$ cat src/rtl/stream_hsmooth.sv
// Horizontal 3-tap (1,2,1)/4 smoothing of video rows on a 24-bit RGB valid/ready stream.
// Headers, non-video packets and unfiltered frames are forwarded unchanged.
module stream_hsmooth #(
  parameter logic [10:0] IMAGE_W = 11'd640
) (
  input  logic        clk,
  input  logic        reset,
  input  logic [23:0] sink_data,
  input  logic        sink_valid,
  output logic        sink_ready,
  input  logic        sink_sop,
  input  logic        sink_eop,
  output logic [23:0] source_data,
  output logic        source_valid,
  input  logic        source_ready,
  output logic        source_sop,
  output logic        source_eop,
  input  logic        filter_en
);

  localparam int unsigned PIX_W = 24;
  localparam int unsigned COL_W = 11;

  typedef enum logic [2:0] {
    WAIT_SOP = 3'd0,
    PASS     = 3'd1,
    FIRST    = 3'd2,
    RUN      = 3'd3,
    FLUSH    = 3'd4
  } state_t;

  state_t             state;
  logic [COL_W-1:0]   col;
  logic [PIX_W-1:0]   left;
  logic [PIX_W-1:0]   cur;
  logic               held_eop;

  logic               slot_free;
  logic               accept;
  logic               last_col;
  logic [COL_W-1:0]   col_next;

  // Per channel: (l + 2c + r) >> 2, truncating.
  function automatic logic [PIX_W-1:0] smooth(input logic [PIX_W-1:0] l,
                                               input logic [PIX_W-1:0] c,
                                               input logic [PIX_W-1:0] r);
    logic [PIX_W-1:0] res;
    logic [9:0]       sum;
    res = '0;
    for (int ch = 0; ch < 3; ch++) begin
      sum = 10'(l[ch*8 +: 8]) + 10'({c[ch*8 +: 8], 1'b0}) + 10'(r[ch*8 +: 8]);
      res[ch*8 +: 8] = sum[9:2];
    end
    return res;
  endfunction

  assign slot_free  = ~source_valid | source_ready;
  assign sink_ready = slot_free & (state != FLUSH);
  assign accept     = sink_valid & sink_ready;
  assign last_col   = (col == IMAGE_W - 11'd1);
  assign col_next   = last_col ? '0 : col + 11'd1;

  always_ff @(posedge clk or posedge reset) begin
    if (reset) begin
      state        <= WAIT_SOP;
      col          <= '0;
      left         <= '0;
      cur          <= '0;
      held_eop     <= 1'b0;
      source_data  <= '0;
      source_valid <= 1'b0;
      source_sop   <= 1'b0;
      source_eop   <= 1'b0;
    end else begin
      if (slot_free) source_valid <= 1'b0;

      if (accept) begin
        if (sink_sop) begin
          // A sop restarts packet parsing from any state; held pixels are dropped.
          source_data  <= sink_data;
          source_valid <= 1'b1;
          source_sop   <= 1'b1;
          source_eop   <= sink_eop;
          col          <= '0;
          if (sink_eop)
            state <= WAIT_SOP;
          else if ((sink_data[3:0] == 4'd0) && filter_en)
            state <= FIRST;
          else
            state <= PASS;
        end else begin
          unique case (state)
            FIRST: begin
              left <= sink_data;
              cur  <= sink_data;
              col  <= col_next;
              if (sink_eop || last_col) begin
                state    <= FLUSH;
                held_eop <= sink_eop;
              end else begin
                state <= RUN;
              end
            end
            RUN: begin
              source_data  <= smooth(left, cur, sink_data);
              source_valid <= 1'b1;
              source_sop   <= 1'b0;
              source_eop   <= 1'b0;
              left         <= cur;
              cur          <= sink_data;
              col          <= col_next;
              if (sink_eop || last_col) begin
                state    <= FLUSH;
                held_eop <= sink_eop;
              end
            end
            default: begin
              source_data  <= sink_data;
              source_valid <= 1'b1;
              source_sop   <= 1'b0;
              source_eop   <= sink_eop;
              if ((state == PASS) && sink_eop) state <= WAIT_SOP;
            end
          endcase
        end
      end else if ((state == FLUSH) && slot_free) begin
        // Right edge replicated for the last pixel of the row.
        source_data  <= smooth(left, cur, cur);
        source_valid <= 1'b1;
        source_sop   <= 1'b0;
        source_eop   <= held_eop;
        state        <= held_eop ? WAIT_SOP : FIRST;
      end
    end
  end

endmodule

$ cat config.mk
export PLATFORM = sky130hd
export DESIGN_NAME = stream_hsmooth
export DESIGN_NICKNAME = d
export VERILOG_FILES = /design/src/rtl/stream_hsmooth.sv
export SDC_FILE = /design/constraint.sdc
export NUM_CORES = 1
export LEC_CHECK = 0
export BUFFER_PORTS_ARGS = -buffer_cell sky130_fd_sc_hd__buf_4
export CAP_MARGIN = 20
export CORE_MARGIN = 2
export CORE_UTILIZATION = 45
export CTS_BUF_LIST = sky130_fd_sc_hd__clkbuf_4
export CTS_CLUSTER_DIAMETER = 80
export DETAILED_ROUTE_END_ITERATION = 7
export GPL_TIMING_DRIVEN = 1
export PLACE_DENSITY = 0.61
export SLEW_MARGIN = 20
export SYNTH_ARGS = -nofsm -noshare
export SYNTH_HDL_FRONTEND = slang
export SYNTH_SLANG_ARGS = --single-unit
$ cat constraint.sdc
create_clock -name clk -period 6.52 [get_ports clk]
set_input_delay 0.978 -clock clk [delete_from_list [all_inputs] [get_ports clk]]
set_output_delay 0.978 -clock clk [all_outputs]
set_load 0.02 [all_outputs]
Word-level counts from Yosys, hierarchy flattened
Cells that the tools add are included.
{ "totals": {"word_cells": 79, "out_inout_bits": 28, "input_bits": 31, "reg_bits": 90} }
{ "op_classes": {"mux": 31, "bitwise_logic": 5, "n_eq_ne": 9, "addsub": 10, "n_reduce_logical": 15} }
{ "op_table": {"columns": ["cell", "n"], "rows": [
  ["one-hot mux 24 bit (2 select lines)", 2],
  ["two-way mux 24 bit", 3],
  ["adder 10 x 8 -> 10 bit", 6],
  ["two-way mux 11 bit", 3],
  ["adder 8 x 9 -> 10 bit", 3],
  ["two-way mux 3 bit", 6],
  ["two-way mux 1 bit", 12],
  ["adder 11 x 1 -> 11 bit (second input constant)", 1],
  ["== test 11 x 10 -> 1 bit (second input constant)", 1],
  ["AND reduction 3 bit", 3],
  ["== test 3 x 2 -> 1 bit (second input constant)", 2],
  ["two-way mux 2 bit", 3],
  ["!= test 3 bit (second input constant)", 2],
  ["one-hot mux 3 bit (2 select lines)", 1],
  ["nonzero test 2 bit", 3],
  ["!= test 5 x 2 -> 1 bit (second input constant)", 1],
  ["zero test 4 bit", 1],
  ["!= test 4 bit (second input constant)", 1],
  ["AND reduction 2 bit", 2],
  ["AND reduction 4 bit", 1],
  ["== test 3 x 1 -> 1 bit (second input constant)", 1],
  ["== test 3 bit (second input constant)", 1],
  ["logical AND 1 bit", 3],
  ["AND 1 bit", 2],
  ["5 further kinds", 6]
]} }

Logic depth before layout (Yosys ltp)
Gate-level depths: netlist of run 1.
{ "logic_depth": {"word_depth": 6, "ltp_mapped": 15, "ltp_nobuf": 15} }

Worst setup path after synthesis of run 1
No wires, ideal clock.
{ "synth_path": {"kind": "register -> register", "start": "register cur[16]", "end": "register source_data[22]", "slack_ps": 3281, "period_less_slack_ps": 3239, "setup_time_ps": 124, "stages_incl_launch_ff": 14, "required_ps": 6396, "n_path_buf": 0, "arrival_ps": 3115, "cell_sequence": "dfrtp_1 ha_1 fa_1 a211o_1 o211ai_1 nand2b_1 a21oi_1 xnor2_1 ha_1 or3_1 o32a_1 nor3_1 nor3b_1 a211o_1"} }
{ "synth_via": {"elab_chain_len": 5, "word_cells_on_any_way": 7, "classes_between": "add/sub: 3; mux: 4"} }
{ "synth_rtl": {"columns": ["item", "line", "source"], "rows": [
  ["start, declared", "35", "logic [PIX_W-1:0] cur;"],
  ["start signal, assigned", "95", "cur <= sink_data;"],
  ["start signal, assigned", "110", "cur <= sink_data;"],
  ["adder 8 x 9 -> 10 bit", "51", "sum = 10'(l[ch*8 +: 8]) + 10'({c[ch*8 +: 8], 1'b0}) + 10'(r[ch*8 +: 8]);"],
  ["adder 10 x 8 -> 10 bit", "51", null],
  ["one-hot mux 24 bit (2 select lines)", "92", "unique case (state)"],
  ["two-way mux 24 bit", "78", "if (sink_sop) begin"],
  ["two-way mux 24 bit *", "77", "if (accept) begin"],
  ["end signal, assigned", "80", "source_data <= sink_data;"],
  ["end signal, assigned", "105", "source_data <= smooth(left, cur, sink_data);"],
  ["end signal, assigned", "118", "source_data <= sink_data;"],
  ["end, declared", "13", "output logic [23:0] source_data,"]
]} }
Every way passes the cells marked *; elsewhere a longest branch is shown, timed or not. The select of a mux whose other input is x is not followed.
A chain may end at the register's enable or synchronous reset.

Worst setup path in the final report of run 1
{ "layout_path": {"start": "register cur[8]", "end": "register source_data[15]"} }
Same word-level chain as after synthesis.

==> results.json, run 1 <==
{
  "clock_latency_ps": 480,
  "syn_to_final_growth_pct": 10.8,
  "r2r-end": "source_data[15]$_DFFE_PP0P_",
  "synth_top_area_cell": "dfrtp_1",
  "grt_pass1_wl_um": 30500,
  "crit_start": "cur[8]$_DFFE_PP0P_",
  "cts_resized": 0,
  "cts_buffer_depth": 2,
  "ys_ff_latch": 90,
  "grt_max_degree": 73,
  "tightest_slew_ps": 1030,
  "rows": 45,
  "setup_tns_ps": 0,
  "die_x_um": 128,
  "crit_top_cell": "ha_1",
  "synth_top_area_share_pct": 32.5,
  "cts_setup_buffers": 0,
  "post-route-period-util_pct": 53.9,
  "end_kind": "flip-flop",
  "synthFlopType": "dfrtp_1",
  "synth_fp_nets": 891,
  "port-buffer-count": 58,
  "setup.worst_path.start_class": "flip-flop",
  "worstPathCellList": "ha_1 > inv_1 > fa_1 > nor2b_1 > o31a_1 > o21a_1 > nor2_1 > xnor2_1 > ha_1 > a211o_1 > o32ai_1 > o2111a_1 > o21ai_0 > o211ai_1",
  "yosys.cell_count.top_type": "nand2_1",
  "whs_path_depth": 1,
  "drt_pass1_iterations": 5,
  "hold_viol": 0,
  "detail_route.wirelength_um": 18200,
  "synthArstFlopShare_pct": 100,
  "path_class": "reg -> reg",
  "core_area_um2": 15100,
  "hp-class": "reg -> reg",
  "antenna_found_initial": 1,
  "wire_per_inst_um": 17.6,
  "cp_slowest_cell": "o32ai_1",
  "avgSynthCellArea_um2": 8.74,
  "skew_ps": 16.1,
  "cp.required_ps": 6920,
  "fin_cells": 1037,
  "first_global_vias": 6175,
  "place_hpwl_um": 13500,
  "place_congestion": 0.870,
  "cts_hold_buffers": 0,
  "numCtsBuffers": 9,
  "setup_viol_count_final": 0,
  "slowest_delay_ps": 460,
  "start_util_pct": 45.7,
  "die_h_um": 128,
  "slew_viol_final": 0,
  "r2r_slack_ps": 3010,
  "worstPathMaxFanout": 7,
  "yosysSeqAreaShare_pct": 32.5,
  "yosys-top-cells-area": "dfrtp_1 33%, ha_1 12%, nand2_1 5.6%",
  "overflow": 0,
  "r2r_start": "cur[8]$_DFFE_PP0P_",
  "cts_htree_levels": 3,
  "ys_top_cells_by_count": "103 x nand2_1, 90 x dfrtp_1, 72 x o21ai_0",
  "critPathArrivalTime_ps": 3920,
  "final.min_clock_period_ps": 3510,
  "root_buffer": "clkbuf_4",
  "cts_tree": "done",
  "drc": 0,
  "cts_sinks": 90,
  "yosys_warnings": 0,
  "nets": 941,
  "synth_edf_count": 0,
  "max_freq_mhz": 285,
  "clkTransAtPathRegs_ps": 150,
  "drt-vias-per-instance": 6.03,
  "layout-drive-gt1-share_pct": 13.0,
  "cap_violations": 0,
  "drt_iter0_markers": 261,
  "synthCells": 793,
  "synthDistinctLibCells": 74,
  "relSlewSlack_pct": 31.4,
  "syn-cell-area_um2": 6930,
  "dp.cells": 1020,
  "worstRegToRegCells": 14,
  "vias": 6251,
  "rsz0062_at_grt": "no",
  "dpl_worst_slack_ps": 3020,
  "die-area_um2": 16400,
  "grtUsageTotal_pct": 23.2,
  "outcome": "finished clean",
  "ios": 59,
  "crit_path_end": "source_data[15]$_DFFE_PP0P_",
  "fin_ws_ps": 3010,
  "ant_nets": 0
}
## layout by cell type, fill, tap and decap left out, types with 3 or more instances in the layout
master,instances
nand2_1,103
dfrtp_1,90
o21ai_0,71
buf_4,65
ha_1,64
nor2_1,56
a21oi_1,45
xnor2_1,26
inv_1,22
nand3_1,22
mux2i_1,22
nor3_1,17
o21a_1,16
o211ai_1,14
a21o_1,13
a31oi_1,12
a211oi_1,11
mux2_2,10
nand4_1,10
or3_1,9
nor2b_1,9
clkbuf_4,9
nand2b_1,8
a22oi_1,8
xor2_1,8
o31ai_1,8
o22ai_1,6
a21boi_0,5
o31a_1,5
and2_1,4
and3_1,4
a211o_1,4
o21bai_1,4
o21ai_1,3
o32a_1,3
clkinv_2,3
nor4_1,3
fa_1,3
## worst min path at each step
stage                         from             endpoint  slack [ps]
2_1_floorplan  col[10]$_DFFE_PP0P_  col[10]$_DFFE_PP0P_         450
3_3_place_gp   left[9]$_DFFE_PP0P_  left[9]$_DFFE_PP0P_         470
3_5_place_dp   col[10]$_DFFE_PP0P_  col[10]$_DFFE_PP0P_         470
4_1_cts        col[10]$_DFFE_PP0P_  col[10]$_DFFE_PP0P_         500
5_1_grt        col[10]$_DFFE_PP0P_  col[10]$_DFFE_PP0P_         550
6_report       col[10]$_DFFE_PP0P_  col[10]$_DFFE_PP0P_         500
## critical path: cells and delay by family, from the launching register on
family	cells	cell delay, ps
buf+inv	1	60
xor+xnor	1	200
fa+ha+maj	3	910
simple gates	2	210
compound gates	7	1610
flops	1	440
## per-stage QoR
stage               hold slack, ps  area [um2]  utilization (%)
floorplan                      452        6930                -
global placement               468        7540             49.8
detailed placement             473        7540             49.8
CTS                            498        7670             50.7
global route                   548        7680             50.7
finish                         496        7680             50.7
## cell families after synthesis
| logic type | synth area share, % |
|---|---|
| AND/OR/NAND/NOR | 18.3 |
| AO/OA/AOI/OAI | 24.6 |
| flip-flops | 32.5 |
| adder cells (fa/ha/maj) | 12.6 |
| buffers and inverters | 2.94 |
| XOR/XNOR | 4.30 |
| multiplexers | 4.80 |
## state kept, by name, indices dropped and copies added, names as in the netlist, named ones only
register / cells
col: 11
cur: 24
held_eop: 1
left: 24
source_data: 24
source_eop: 1
source_sop: 1
state: 3
## metal layers
layer	up-vias	wire, um	global-route usage [%]	part of all wire (%)
met5	-	0	0	0
met4	0	389	8.60	2.1
met3	27	846	3.51	4.6
met2	160	8630	39.6	47
met1	3024	8360	29.8	46
li1	3040	-	-	-
## area by class of cell
class | instances | area [um2]
Antenna cell | 1 | 2.50
Clock buffer | 9 | 67.6
Clock inverter | 7 | 67.6
Fill cell | 1446 | 7470
Inverter | 23 | 87.6
Multi-Input combinational cell | 654 | 4480
Sequential cell | 90 | 2250
Tap cell | 188 | 235
Timing Repair Buffer | 65 | 488
Power of run 1 is left out: the tool's default activity adds up to more than one toggle a clock period on the data nets, which glitch-free logic cannot reach.
==> run 2, diff against run 1 <==
Clock period 6.52 ns to 3.55 ns, I/O delays scaled along.
==> run 2 against run 1 <==
Fmax increased by 3.8%. Flip-flop and latch count unchanged. Global-route usage down 0.34 points. Critical path type unchanged.
==> results.json, run 2 (same netlist as run 1, synthesis figures left out) <==
{
  "outcome": "finished clean",
  "hold_viol": 0,
  "clock_latency_ps": 470,
  "first_global_vias": 5949,
  "skew_ps": 22.0,
  "start_util_pct": 45.7,
  "setup.worst_path.start_class": "flip-flop",
  "tightest_slew_ps": 942,
  "largest_registers": "cur x24, left x24, source_data x24",
  "cap_violations": 0,
  "core_area_um2": 15100,
  "r2r-end": "source_data[22]$_DFFE_PP0P_",
  "cp.required_ps": 3920,
  "root_buffer": "clkbuf_4",
  "port-buffer-count": 58,
  "drt_iter0_markers": 327,
  "fin_cells": 1041,
  "cts_buffer_depth": 2,
  "r2r_slack_ps": 170,
  "cts_htree_levels": 3,
  "detail_route.wirelength_um": 18100,
  "die_h_um": 128,
  "worstPathMaxFanout": 4,
  "overflow": 0,
  "drt_pass1_iterations": 5,
  "relSlewSlack_pct": 36.6,
  "hp-class": "in -> async",
  "dp.cells": 1027,
  "slew_viol_final": 0,
  "nets": 950,
  "r2r_start": "left[17]$_DFFE_PP0P_",
  "ant_nets": 0,
  "clkTransAtPathRegs_ps": 140,
  "critPathArrivalTime_ps": 3750,
  "rsz0062_at_grt": "yes",
  "die_x_um": 128,
  "max_freq_mhz": 296,
  "end_kind": "flip-flop",
  "layout-drive-gt1-share_pct": 14.0,
  "vias": 6212,
  "rows": 45,
  "place_congestion": 0.888,
  "wire_per_inst_um": 17.4,
  "crit_path_end": "source_data[22]$_DFFE_PP0P_",
  "fin_ws_ps": 168,
  "die-area_um2": 16400,
  "cts_sinks": 90,
  "antenna_found_initial": 1,
  "setup_viol_count_final": 0,
  "crit_start": "left[17]$_DFFE_PP0P_",
  "layout_common_cells": "103 x nand2_1, 90 x dfrtp_1, 74 x buf_4",
  "ios": 59,
  "final.min_clock_period_ps": 3380,
  "grt_pass1_wl_um": 29900,
  "place_hpwl_um": 13700,
  "setup_tns_ps": 0,
  "numCtsBuffers": 9,
  "worstRegToRegCells": 13,
  "n_fill_cell": 1463,
  "grt_max_degree": 38,
  "syn_to_final_growth_pct": 11.4,
  "post-route-period-util_pct": 95.3,
  "drc": 0,
  "grtUsageTotal_pct": 22.9,
  "cts_tree": "done",
  "drt-vias-per-instance": 5.97,
  "whs_ps": 40.8,
  "dpl_worst_slack_ps": 79.8,
  "final_common_cell": "nand2_1",
  "path_class": "reg -> reg"
}
[run 2: worst min-delay path by stage]
stage,to,from,depth (start not counted),slack [ps]
after floorplan,col[10]$_DFFE_PP0P_,col[10]$_DFFE_PP0P_,1,450
after global placement,left[9]$_DFFE_PP0P_,left[9]$_DFFE_PP0P_,2,470
after detailed placement,left[20]$_DFFE_PP0P_,left[20]$_DFFE_PP0P_,2,480
after CTS,source_data[14]$_DFFE_PP0P_,reset,2,20
after global routing,col[10]$_DFFE_PP0P_,reset,2,50
final,col[10]$_DFFE_PP0P_,reset,2,40
[run 2: layer usage]
| layer | vias to the layer above | global-route usage [%] | part of all wire, % |
|---|---|---|---|
| li1 | 3051 | - | - |
| met5 | - | 0 | 0 |
| met2 | 148 | 37.7 | 47 |
| met3 | 19 | 2.80 | 4.0 |
| met1 | 2994 | 31.2 | 48 |
| met4 | 0 | 7.82 | 1.8 |
[run 2: repair_timing]
action,in CTS,in global routing
hold buffers,0,0
endpoints found under the setup margin,0,4
resized for setup,0,4
buffers inserted,0,2
endpoints found under the hold margin,0,0
[run 2: final cells by class]
class                      instances  area (um2)  area share (%)
multi-input combinational        654        4500            58.3
sequential                        90        2250            29.2
timing repair buffer              74         556            7.20
tap                              188         235            3.05
inverter                          23        87.6            1.14
clock buffer                      10        75.1           0.973
clock inverter                     1        7.51          0.0973
antenna                            1        2.50          0.0324
[run 2: worst max-delay path, cell delays in order, from the launching register on]
cell and delay (ps):
dfrtp_1 410, ha_1 230, fa_2 380, a211o_1 310, o211ai_1 170, nand2b_1 90
a21oi_1 170, xnor2_1 110, ha_1 200, or3_1 360, o32a_1 350, nor3_2 160
nor3b_1 70, a211o_1 290
[run 2: through the flow]
step / utilization [%] / area [um2]
floorplan: - / 6930
global placement: 50.1 / 7590
detailed placement: 50.1 / 7590
CTS: 50.7 / 7670
global route: 50.9 / 7710
finish: 50.9 / 7710
Power of run 2 is left out for the same reason.
==> run 3, diff against run 2 <==
Settings changed: MAX_ROUTING_LAYER from default to met4, PLACE_DENSITY 0.61 to 0.68.
==> run 3 against run 2 <==
Non-clock buffer count grew 5. Fmax shrank 0.78%. Core utilization grew 0.69 points. Clock skew shrank 6.2 ps.
==> results.json, run 3 (same netlist as run 1, synthesis figures left out) <==
{
  "port-buffer-count": 58,
  "cp.required_ps": 3920,
  "diodes": 0,
  "cts_buffer_depth": 2,
  "ant_nets": 0,
  "skew_ps": 15.8,
  "cp_slowest_cell": "dfrtp_1",
  "grt_pass1_wl_um": 29700,
  "die_x_um": 128,
  "setup.worst_path.start_class": "flip-flop",
  "post-route-period-util_pct": 96.0,
  "cts_hold_buffers": 0,
  "r2r_start": "cur[16]$_DFFE_PP0P_",
  "rows": 45,
  "worstRegToRegCells": 13,
  "n_fill_cell": 1413,
  "start_util_pct": 45.7,
  "hold_viol": 0,
  "final.min_clock_period_ps": 3410,
  "path_class": "reg -> reg",
  "numCtsBuffers": 9,
  "cts_htree_levels": 3,
  "setup_viol_count_final": 0,
  "hp-class": "in -> async",
  "vias": 6138,
  "antenna_found_initial": 0,
  "worstPathMaxFanout": 5,
  "setup_tns_ps": 0,
  "layout_common_cells": "103 x nand2_1, 90 x dfrtp_1, 79 x buf_4",
  "dpl_worst_slack_ps": 75.1,
  "wire_per_inst_um": 17.0,
  "drc": 0,
  "core_area_um2": 15100,
  "nets": 955,
  "tightest_slew_ps": 1020,
  "die_h_um": 128,
  "drt-vias-per-instance": 5.85,
  "place_hpwl_um": 13300,
  "clkTransAtPathRegs_ps": 140,
  "largest_registers": "cur x24, left x24, source_data x24",
  "drt_iter0_markers": 321,
  "syn_to_final_growth_pct": 12.9,
  "cp.buffers_inverters": 0,
  "drt_pass1_iterations": 5,
  "fin_util_pct": 51.6,
  "fin_ws_ps": 141,
  "overflow": 0,
  "final_common_cell": "nand2_1",
  "cap_violations": 0,
  "worstPathCellList": "ha_2 > fa_2 > a211o_1 > o211ai_1 > nand2b_1 > a21oi_2 > xnor2_1 > ha_1 > or3_1 > o32a_1 > nor3_2 > nor3b_1 > a211o_1",
  "detail_route.wirelength_um": 17900,
  "cts_tree": "done",
  "r2r_slack_ps": 140,
  "slew_viol_final": 0,
  "critPathArrivalTime_ps": 3780,
  "r2r-end": "source_data[22]$_DFFE_PP0P_",
  "clock_latency_ps": 470,
  "relSlewSlack_pct": 31.6,
  "cts_sinks": 90,
  "end_kind": "flip-flop",
  "first_global_vias": 5793,
  "root_buffer": "clkbuf_4",
  "max_freq_mhz": 293,
  "grt_max_degree": 73,
  "grtUsageTotal_pct": 23.2,
  "critical-path-top-delay-family": "compound AO/OA/AOI/OAI gates",
  "outcome": "finished clean",
  "layout-drive-gt1-share_pct": 14.8,
  "ios": 59,
  "crit_top_cell": "a211o_1",
  "die-area_um2": 16400,
  "place_congestion": 0.899,
  "slowest_delay_ps": 450
}
-- run 3: worst register-to-register path, stage by stage (launching register included) --
cell and delay (ps):
dfrtp_1 450, ha_2 200, fa_2 370, a211o_1 300, o211ai_1 120, nand2b_1 100, a21oi_2 170, xnor2_1 110
ha_1 210, or3_1 370, o32a_1 400, nor3_2 180, nor3b_1 80, a211o_1 260
-- run 3: how the worst max path moves through the flow --
stage / from / end / slack [ps] / cells past startpoint
after global routing: cur[16]$_DFFE_PP0P_ / source_data[22]$_DFFE_PP0P_ / -10 / 13
after global placement: cur[16]$_DFFE_PP0P_ / source_data[22]$_DFFE_PP0P_ / 200 / 13
after floorplan: cur[16]$_DFFE_PP0P_ / source_data[22]$_DFFE_PP0P_ / 310 / 13
after detailed placement: cur[16]$_DFFE_PP0P_ / source_data[22]$_DFFE_PP0P_ / 80 / 13
after CTS: cur[16]$_DFFE_PP0P_ / source_data[22]$_DFFE_PP0P_ / 40 / 13
final: cur[16]$_DFFE_PP0P_ / source_data[22]$_DFFE_PP0P_ / 140 / 13
-- run 3: per-stage QoR --
stage	std cells	hold slack, ps	instance area [um2]
6_report	1050	137	7820
3_5_place_dp	1028	482	7610
4_1_cts	1044	134	7760
5_1_grt	1050	148	7820
2_1_floorplan	793	452	6930
3_3_place_gp	1028	473	7610
-- run 3: repair_timing --
item | in CTS | in global routing
setup endpoints to repair | 0 | 3
gates resized for setup | 0 | 4
setup buffers | 0 | 6
-- run 3: cell type report --
| type | instances | area (um2) | area share [%] |
|---|---|---|---|
| Clock inverter | 7 | 83.8 | 1.07 |
| Timing Repair Buffer | 79 | 593 | 7.58 |
| Multi-Input combinational cell | 654 | 4500 | 57.5 |
| Sequential cell | 90 | 2250 | 28.8 |
| Tap cell | 188 | 235 | 3.01 |
| Inverter | 23 | 88.8 | 1.14 |
| Clock buffer | 9 | 67.6 | 0.864 |
-- run 3: metal layers --
| layer | GRT usage [%] | vias up | wire length [um] | share of wire (%) |
|---|---|---|---|---|
| met5 | - | - | 0 | 0 |
| met4 | 3.88 | 0 | 183 | 1.0 |
| met3 | 4.09 | 12 | 703 | 3.9 |
| met2 | 37.0 | 136 | 8340 | 47 |
| met1 | 31.7 | 2924 | 8630 | 48 |
| li1 | - | 3066 | - | - |
Power of run 3 is left out for the same reason.
